**config.mk**
```make
export PLATFORM = sky130hd
export DESIGN_NAME = uart_tx_arbiter
export DESIGN_NICKNAME = d
export VERILOG_FILES = /design/src/rtl/uart_tx_arbiter.sv
export SDC_FILE = /design/constraint.sdc
export NUM_CORES = 1
export LEC_CHECK = 0
export CELL_PAD_IN_SITES_DETAIL_PLACEMENT = 0
export CELL_PAD_IN_SITES_GLOBAL_PLACEMENT = 2
export CORE_UTILIZATION = 27
export CTS_BUF_LIST = sky130_fd_sc_hd__clkbuf_8
export DETAILED_ROUTE_END_ITERATION = 8
export GPL_TIMING_DRIVEN = 0
export HOLD_SLACK_MARGIN = 0.08
export MAX_ROUTING_LAYER = met4
export PLACE_DENSITY = 0.89
export RECOVER_POWER = 25
export SYNTH_ARGS = -nofsm -noshare
export SYNTH_HDL_FRONTEND = slang
export SYNTH_SLANG_ARGS = --single-unit
```
**constraint.sdc**
```tcl
create_clock -name sys_clk -period 2.05 [get_ports sys_clk]
set_input_delay 0.615 -clock sys_clk [delete_from_list [all_inputs] [get_ports sys_clk]]
set_output_delay 0.615 -clock sys_clk [all_outputs]
set_load 0.03 [all_outputs]
```
**src/rtl/uart_tx_arbiter.sv**
```systemverilog
// rtl/uart_tx_arbiter.sv - round-robin arbiter feeding a single uart_send transmitter
module uart_tx_arbiter #(
    parameter int N_REQ        = 4,
    parameter int BUSY_TIMEOUT = 16,
    localparam int GW          = $clog2(N_REQ),
    localparam int CW          = $clog2(BUSY_TIMEOUT + 1)
) (
    input  logic                 sys_clk,
    input  logic                 sys_rst,
    input  logic [N_REQ-1:0]     req,
    input  logic [8*N_REQ-1:0]   req_data,
    output logic [N_REQ-1:0]     req_ack,
    input  logic                 tx_busy,
    output logic                 send_en,
    output logic [7:0]           send_data,
    output logic [GW-1:0]        grant_id,
    output logic                 err_timeout
);

    typedef enum logic [1:0] {
        ST_IDLE      = 2'd0,
        ST_ISSUE     = 2'd1,
        ST_WAIT_DONE = 2'd2
    } state_t;

    state_t               r_state;
    state_t               w_state_nxt;

    logic [N_REQ-1:0]     r_req_ack;
    logic                 r_send_en;
    logic [7:0]           r_send_data;
    logic [GW-1:0]        r_grant_id;
    logic [GW-1:0]        r_last_grant;
    logic                 r_err_timeout;
    logic [CW-1:0]        r_cnt;

    logic [N_REQ-1:0]     w_req_ack_nxt;
    logic                 w_send_en_nxt;
    logic [7:0]           w_send_data_nxt;
    logic [GW-1:0]        w_grant_id_nxt;
    logic [GW-1:0]        w_last_grant_nxt;
    logic                 w_err_timeout_nxt;
    logic [CW-1:0]        w_cnt_nxt;

    logic [7:0]           w_bytes [N_REQ];
    logic                 w_found;
    logic [GW-1:0]        w_pick;
    logic                 w_grant;
    logic                 w_timeout;

    // Unpack the flat request byte bus into one byte per requester
    for (genvar g = 0; g < N_REQ; g++) begin : g_bytes
        assign w_bytes[g] = req_data[8*g +: 8];
    end

    // Round-robin search starting just after the last grant; iterating from the
    // farthest candidate down leaves the nearest set request as the winner
    always_comb begin
        logic [GW:0] v_sum;
        w_found = 1'b0;
        w_pick  = '0;
        v_sum   = '0;
        for (int k = N_REQ; k >= 1; k--) begin
            v_sum = {1'b0, r_last_grant} + (GW+1)'(k);
            if (v_sum >= (GW+1)'(N_REQ)) begin
                v_sum = v_sum - (GW+1)'(N_REQ);
            end
            if (req[v_sum[GW-1:0]]) begin
                w_found = 1'b1;
                w_pick  = v_sum[GW-1:0];
            end
        end
    end

    assign w_grant   = (r_state == ST_IDLE) && !tx_busy && w_found;
    assign w_timeout = (r_cnt == CW'(BUSY_TIMEOUT - 1));

    // State register
    always_ff @(posedge sys_clk or posedge sys_rst) begin
        if (sys_rst) begin
            r_state <= ST_IDLE;
        end else begin
            r_state <= w_state_nxt;
        end
    end

    // Next-state decode
    always_comb begin
        w_state_nxt = r_state;
        case (r_state)
            ST_IDLE: begin
                if (w_grant) begin
                    w_state_nxt = ST_ISSUE;
                end
            end
            ST_ISSUE: begin
                if (tx_busy) begin
                    w_state_nxt = ST_WAIT_DONE;
                end else if (w_timeout) begin
                    w_state_nxt = ST_IDLE;
                end
            end
            ST_WAIT_DONE: begin
                if (!tx_busy) begin
                    w_state_nxt = ST_IDLE;
                end
            end
            default: w_state_nxt = ST_IDLE;
        endcase
    end

    // Next values of the registered outputs; ack and timeout default to a single-cycle pulse
    always_comb begin
        w_req_ack_nxt     = '0;
        w_err_timeout_nxt = 1'b0;
        w_send_en_nxt     = r_send_en;
        w_send_data_nxt   = r_send_data;
        w_grant_id_nxt    = r_grant_id;
        w_last_grant_nxt  = r_last_grant;
        w_cnt_nxt         = r_cnt;
        case (r_state)
            ST_IDLE: begin
                if (w_grant) begin
                    w_send_data_nxt  = w_bytes[w_pick];
                    w_grant_id_nxt   = w_pick;
                    w_last_grant_nxt = w_pick;
                    w_req_ack_nxt    = N_REQ'(1) << w_pick;
                    w_send_en_nxt    = 1'b1;
                    w_cnt_nxt        = '0;
                end
            end
            ST_ISSUE: begin
                w_cnt_nxt = r_cnt + CW'(1);
                if (tx_busy) begin
                    w_send_en_nxt = 1'b0;
                end else if (w_timeout) begin
                    // The byte was already acked, so it is dropped here
                    w_send_en_nxt     = 1'b0;
                    w_err_timeout_nxt = 1'b1;
                end
            end
            default: begin
                w_send_en_nxt = 1'b0;
            end
        endcase
    end

    // Output and datapath registers
    always_ff @(posedge sys_clk or posedge sys_rst) begin
        if (sys_rst) begin
            r_req_ack     <= '0;
            r_send_en     <= 1'b0;
            r_send_data   <= '0;
            r_grant_id    <= '0;
            r_last_grant  <= GW'(N_REQ - 1);
            r_err_timeout <= 1'b0;
            r_cnt         <= '0;
        end else begin
            r_req_ack     <= w_req_ack_nxt;
            r_send_en     <= w_send_en_nxt;
            r_send_data   <= w_send_data_nxt;
            r_grant_id    <= w_grant_id_nxt;
            r_last_grant  <= w_last_grant_nxt;
            r_err_timeout <= w_err_timeout_nxt;
            r_cnt         <= w_cnt_nxt;
        end
    end

    assign req_ack     = r_req_ack;
    assign send_en     = r_send_en;
    assign send_data   = r_send_data;
    assign grant_id    = r_grant_id;
    assign err_timeout = r_err_timeout;

    // Structural invariants: at most one ack bit, and send_en only while issuing
    a_ack_onehot: assert property (@(posedge sys_clk) disable iff (sys_rst) $onehot0(r_req_ack));
    a_en_in_issue: assert property (@(posedge sys_clk) disable iff (sys_rst) r_send_en |-> (r_state == ST_ISSUE));

endmodule

```
; ---- After elaboration in Yosys (flattened, before gate mapping)
; Index checks and enable logic that the tools add are counted.
[totals]
register_bits = 25
inputBits = 39
output_inout_bits = 16
elab_cells = 82
[op_classes]
shifts = 1
reduce_logical = 9
magnitude_cmp = 9
add_sub_neg = 9
n_eq_ne = 6
muxes = 39
bitwise = 1
[op_table]
columns = cell, n
row1 = $mux W2, 12
row2 = $bmux W8 S2, 1
row3 = $mux W8, 2
row4 = $ge A3 B3 Y1 const B, 5
row5 = $mux W1, 14
row6 = $lt A2 B3 Y1 const B, 4
row7 = $pmux W5 S2, 1
row8 = $bmux W1 S2, 4
row9 = $mux W4, 2
row10 = $sub A2 B1 Y2 const B, 4
row11 = $add A2 B2 Y3 const B, 2
row12 = $pmux W2 S3, 1
row13 = $reduce_and A2 Y1, 3
row14 = $add A5 B1 Y5 const B, 1
row15 = $eq A5 B4 Y1 const B, 1
row16 = $mux W5, 1
row17 = $ne A2 B2 Y1 const B, 2
row18 = $shl A1 B2 Y4 const A, 1
row19 = $add A2 B1 Y3 const B, 1
row20 = $add A2 B3 Y3 const B, 1
row21 = $ne A3 B3 Y1 const B, 1
row22 = $not A2 Y3, 1
row23 = $reduce_and A3 Y1, 1
row24 = $eq A2 B1 Y1 const B, 1
row25 = 6 further kinds, 7

; ---- Depth between registers and ports, before layout
[logic_depth]
depth_word = 13
ltp_mapped = 8
depth_no_buf = 6

; ---- Worst setup path before layout
; No wires, ideal clock.
[synth_timing]
path_type = input port to flip-flop
startpoint = in req[0]
endpoint = reg r_send_data[3] (netlist: send_data[3])
t_required_ps = 1923
arrival_ps = 1741
setup_ps = 127
n_path_buf = 3
cell_stages = 8
path_slack_ps = 182
cell_sequence = nand2b_1 a21bo_1 buf_6 and3_4 buf_6 buf_12 a211oi_2 a211oi_2
[synth_between]
elab_chain_cells = 10
elab_cells_between_ends = 22
classes_between = mux: 19 / bitwise: 1 / reduce/logical: 2
[synth_lines]
columns = item, line
row1 = start: declaration, 10  ; input logic [N_REQ-1:0] req,
row2 = $bmux W1 S2, 68  ; if (req[v_sum[GW-1:0]]) begin
row3 = $mux W1 (implied by the code), 68
row4 = $mux W2 (4 in a row), 68
row5 = $not A2 Y3 (implied by the code), 124  ; w_send_data_nxt = w_bytes[w_pick];
row6 = $bmux W8 S2, 124
row7 = $mux W8 (implied by the code) (2 in a row), 124
row8 = end signal: assignment, 161  ; r_send_data <= w_send_data_nxt;
row9 = end: declaration, 31  ; logic [7:0] r_send_data;
; Several ways; a longest one is shown, not always the timed one. The select of a mux whose other input is x is not followed.
; A chain may end at the register's enable or synchronous reset.

; ---- Final worst setup path
[layout_timing]
startpoint = reg r_send_data[4] (netlist: send_data[4])
endpoint = out send_data[4]
[layout_lines]
columns = item, line
row1 = end: declaration, 15  ; output logic [7:0] send_data,
; No word-level cell between the ends.

==> summary.md <==
| Metric | Value |
|---|---|
| Number of global-route vias before repair | 1214 |
| Initial antenna violation count | 0 |
| CP max stage delay | 0.69 ns |
| Chip width | 76.4 um |
| Cell taking the most area after synthesis | dfrtp_1 |
| Starting DRC count in detailed routing | 28 |
| Most common cell in the netlist | dfrtp_1 |
| WL final | ~3600 um |
| Crit Path Max Fanout | 2 |
| CP Launch Type | flip-flop |
| Setup TNS | 0 ns |
| Final setup viols | 0 |
| Drt first pass iters | 4 |
| HPWL Detailed | ~2600 um |
| Worst skew pair latency | roughly 0.28 ns |
| MaxCap Viol Count | 0 |
| Post-Syn Instances | 140 |
| CP delay by family, top | buffers and inverters |
| Core area | 5200 um2 |
| Fillers | between 500 and 600 |
| Maximum vdd drop | approximately 0.47 mV |
| Num CTS Buffers | 3 |
| Final setup skew | slightly below 0.01 ns |
| CTS Sinks | 25 |
| Overflow after GRT | 0 |
| Fin crit share | between 90 and 100% |
| Worst Max-Slew Pin Slew | ~0.96 ns |
| Setup CP Type | reg -> out |
| R2R depth | 8 |
| Async SR Flop Fraction | 100% |
| Drt wl/cell | 13.4 um |
| Largest net degree at the start of global routing | 26 |
| Hold wc startpoint | r_cnt[3] |
| CTS tree | built |
| Final Max Tran Viols | 0 |
| Finished Layout Cells | roughly 270 |
| ANT cells | 0 |
| Syn nets | 181 |
| Hold path depth | 1 |
| Reg2reg start | r_last_grant[0] |
| Outcome | finished clean |
| Post-synth top area share | between 30% and 40% |
| Overall routing resource usage | between 10% and 20% |
| Residual DRC count | 0 |
| Storage cell area | 628 um2 |
| Reg2reg end | send_data[4] |
| Post-synth top cells | dfrtp_1 (23), a211oi_2 (15), nor2_1 (15) |
| Flops & latches, synth | 25 |
| Post-layout net count | 240 |
| YS warnings | 0 |
| Area occupied by multi-input gates | around 750 um2 |
| CTS Hold Bufs | 0 |
| First-pass GRT wire length | just under 6000 um |
| Worst Hold Class | reg -> reg |
| Fmax | about 500 MHz |
| Synth top area cells | dfrtp_1 (39%), a211oi_2 (13%), mux2i_1 (5.4%) |
| GP Congestion | just under 0.7 |
| RSZ-0062 raised after global routing | no |
| I/O Buffers | 54 |
| Worst path cell trace | clkdlybuf4s50_1 |
| CTS H-tree lvls | 1 |
| Final Hold Vio Count | 0 |
| Area grow syn2layout | 45.1% |
| Die area | 5830 um2 |
| Final hold slack | roughly 0.49 ns |
| Number of placement rows | 26 |
| Leak Pwr | around 0.89 nW |
| Slew headroom | 35.7% |
| CP Capture Type | output pin |
| Die height | roughly 76 um |
| Vias | ~1200 |
| WP data arrival | roughly 1.3 ns |
| Worst-path clk slew | approximately 0.10 ns |
| Worst Hold Path EP | r_cnt[3] |
| WP buf/inv | 1 |
| IO Count | between 50 and 60 |
| FF-to-FF setup slack | 0.16 ns |
| Primary FF master, synth | dfrtp_1 |
| Mapped cell area | approximately 1500 um2 |
| Clock Tree Buf Depth | 2 |
| Critical Path Slowest Stage Cell | clkdlybuf4s50_1 |
| Post-synthesis cell type count | 37 |
| Vias per inst | approximately 4.5 |
| CP Data Required Time | roughly 1.4 ns |
| P per Cell Area | 1200 nW/um2 |
| Final core occ | between 40% and 50% |
| Initial Utilization | 28.7% |
| Antenna Nets Post-Route | 0 |
| Post-synth EDFFs | 0 |
| Share of layout cells above drive strength 1 | between 10% and 20% |
| Sequential area share after synthesis | a little over two fifths |
| Total power | 2.60 mW |
| Syn Area/Cell | ~11 um2 |
| Dpl cells | 264 |
| Tmin final | approximately 2.0 ns |
| Root Driver | clkbuf_8 |
## power breakdown
group	internal [mW]	leakage (nW)	total, mW	switching (mW)
Combinational	0.663	0.559	1.46	0.796
Sequential	0.686	0.306	0.820	0.133
Clock	0.143	0.0261	0.323	0.181
Total	1.49	0.891	2.60	1.11
## cells in the final DEF (no fill, tap or decap), types with 2 or more instances in the layout
cell / Yosys / layout
a211oi_2: 15 / 15
a21o_1: 3 / 3
a21oi_1: 3 / 3
a31oi_1: 8 / 8
and2_1: 2 / 2
and3_1: 2 / 2
buf_6: 5 / 5
clkbuf_1: 2 / 2
clkbuf_2: 0 / 5
clkbuf_8: 0 / 3
clkdlybuf4s50_1: 0 / 48
dfrtp_1: 23 / 23
dfstp_2: 2 / 2
ha_1: 2 / 2
inv_1: 11 / 11
mux2i_1: 8 / 8
nand2b_1: 7 / 7
nand3_1: 3 / 3
nor2_1: 15 / 15
nor3_1: 2 / 2
nor3b_1: 2 / 2
nor4_4: 1 / 2
o21ai_0: 4 / 4
o21ai_1: 3 / 3
o31ai_1: 2 / 2
## worst max path at each step
stage	slack, ns	end	depth (start not counted)	startpoint
after detailed placement	-0.54	send_data[4]	7	req[3]
after floorplan	0.18	send_data[3]	8	req[0]
final	0.1	send_data[4]	1	send_data[4]
after global routing	0.04	send_data[7]	6	tx_busy
after global placement	-0.54	send_data[4]	7	req[1]
after CTS	0.02	send_data[4]	9	req[1]
## final cells by class
class | instances | area share, %
buffer | 9 | 4.10
clock buffer | 3 | 1.91
clock inverter | 1 | 0.404
inverter | 11 | 1.91
multi-input combinational | 95 | 34.7
sequential | 25 | 29.0
tap | 70 | 4.04
timing repair buffer | 54 | 24.0
## metal layers
metal  track usage [%]  routed length [um]
met5                 -                   0
met4              6.35                  70
met2              20.5                1560
met3              1.08                 129
met1              17.4                1820
## what timing repair did
action                                  4_1_cts  5_1_grt
pin swaps                                     0        1
resized for setup                             8        8
endpoints found under the setup margin       17        8
setup buffers                                 0        0
## registers in the layout (all words and copies together) (netlist names)
name and count:
r_state 2, r_cnt 5, send_en 1, send_data 8, req_ack 4, err_timeout 1
grant_id 2, r_last_grant 2
## cell families (layout without fill, tap and decap cells)
| group | Yosys count | count (layout) | synth area share [%] |
|---|---|---|---|
| flops | 25 | 25 | 42.0 |
| buf+inv | 20 | 78 | 8.71 |
| mux | 8 | 8 | 5.36 |
| simple gates | 42 | 42 | 17.4 |
| fa+ha+maj | 2 | 2 | 1.67 |
| compound gates | 43 | 43 | 24.8 |
## through the flow
stage	setup WS (ns)	cell area (um2)
2_1_floorplan	0.182	1490
3_3_place_gp	-0.540	2120
3_5_place_dp	-0.536	2120
4_1_cts	0.0157	2180
5_1_grt	0.0361	2170
6_report	0.0982	2170
No activity file was read; power rests on OpenSTA's default activity.
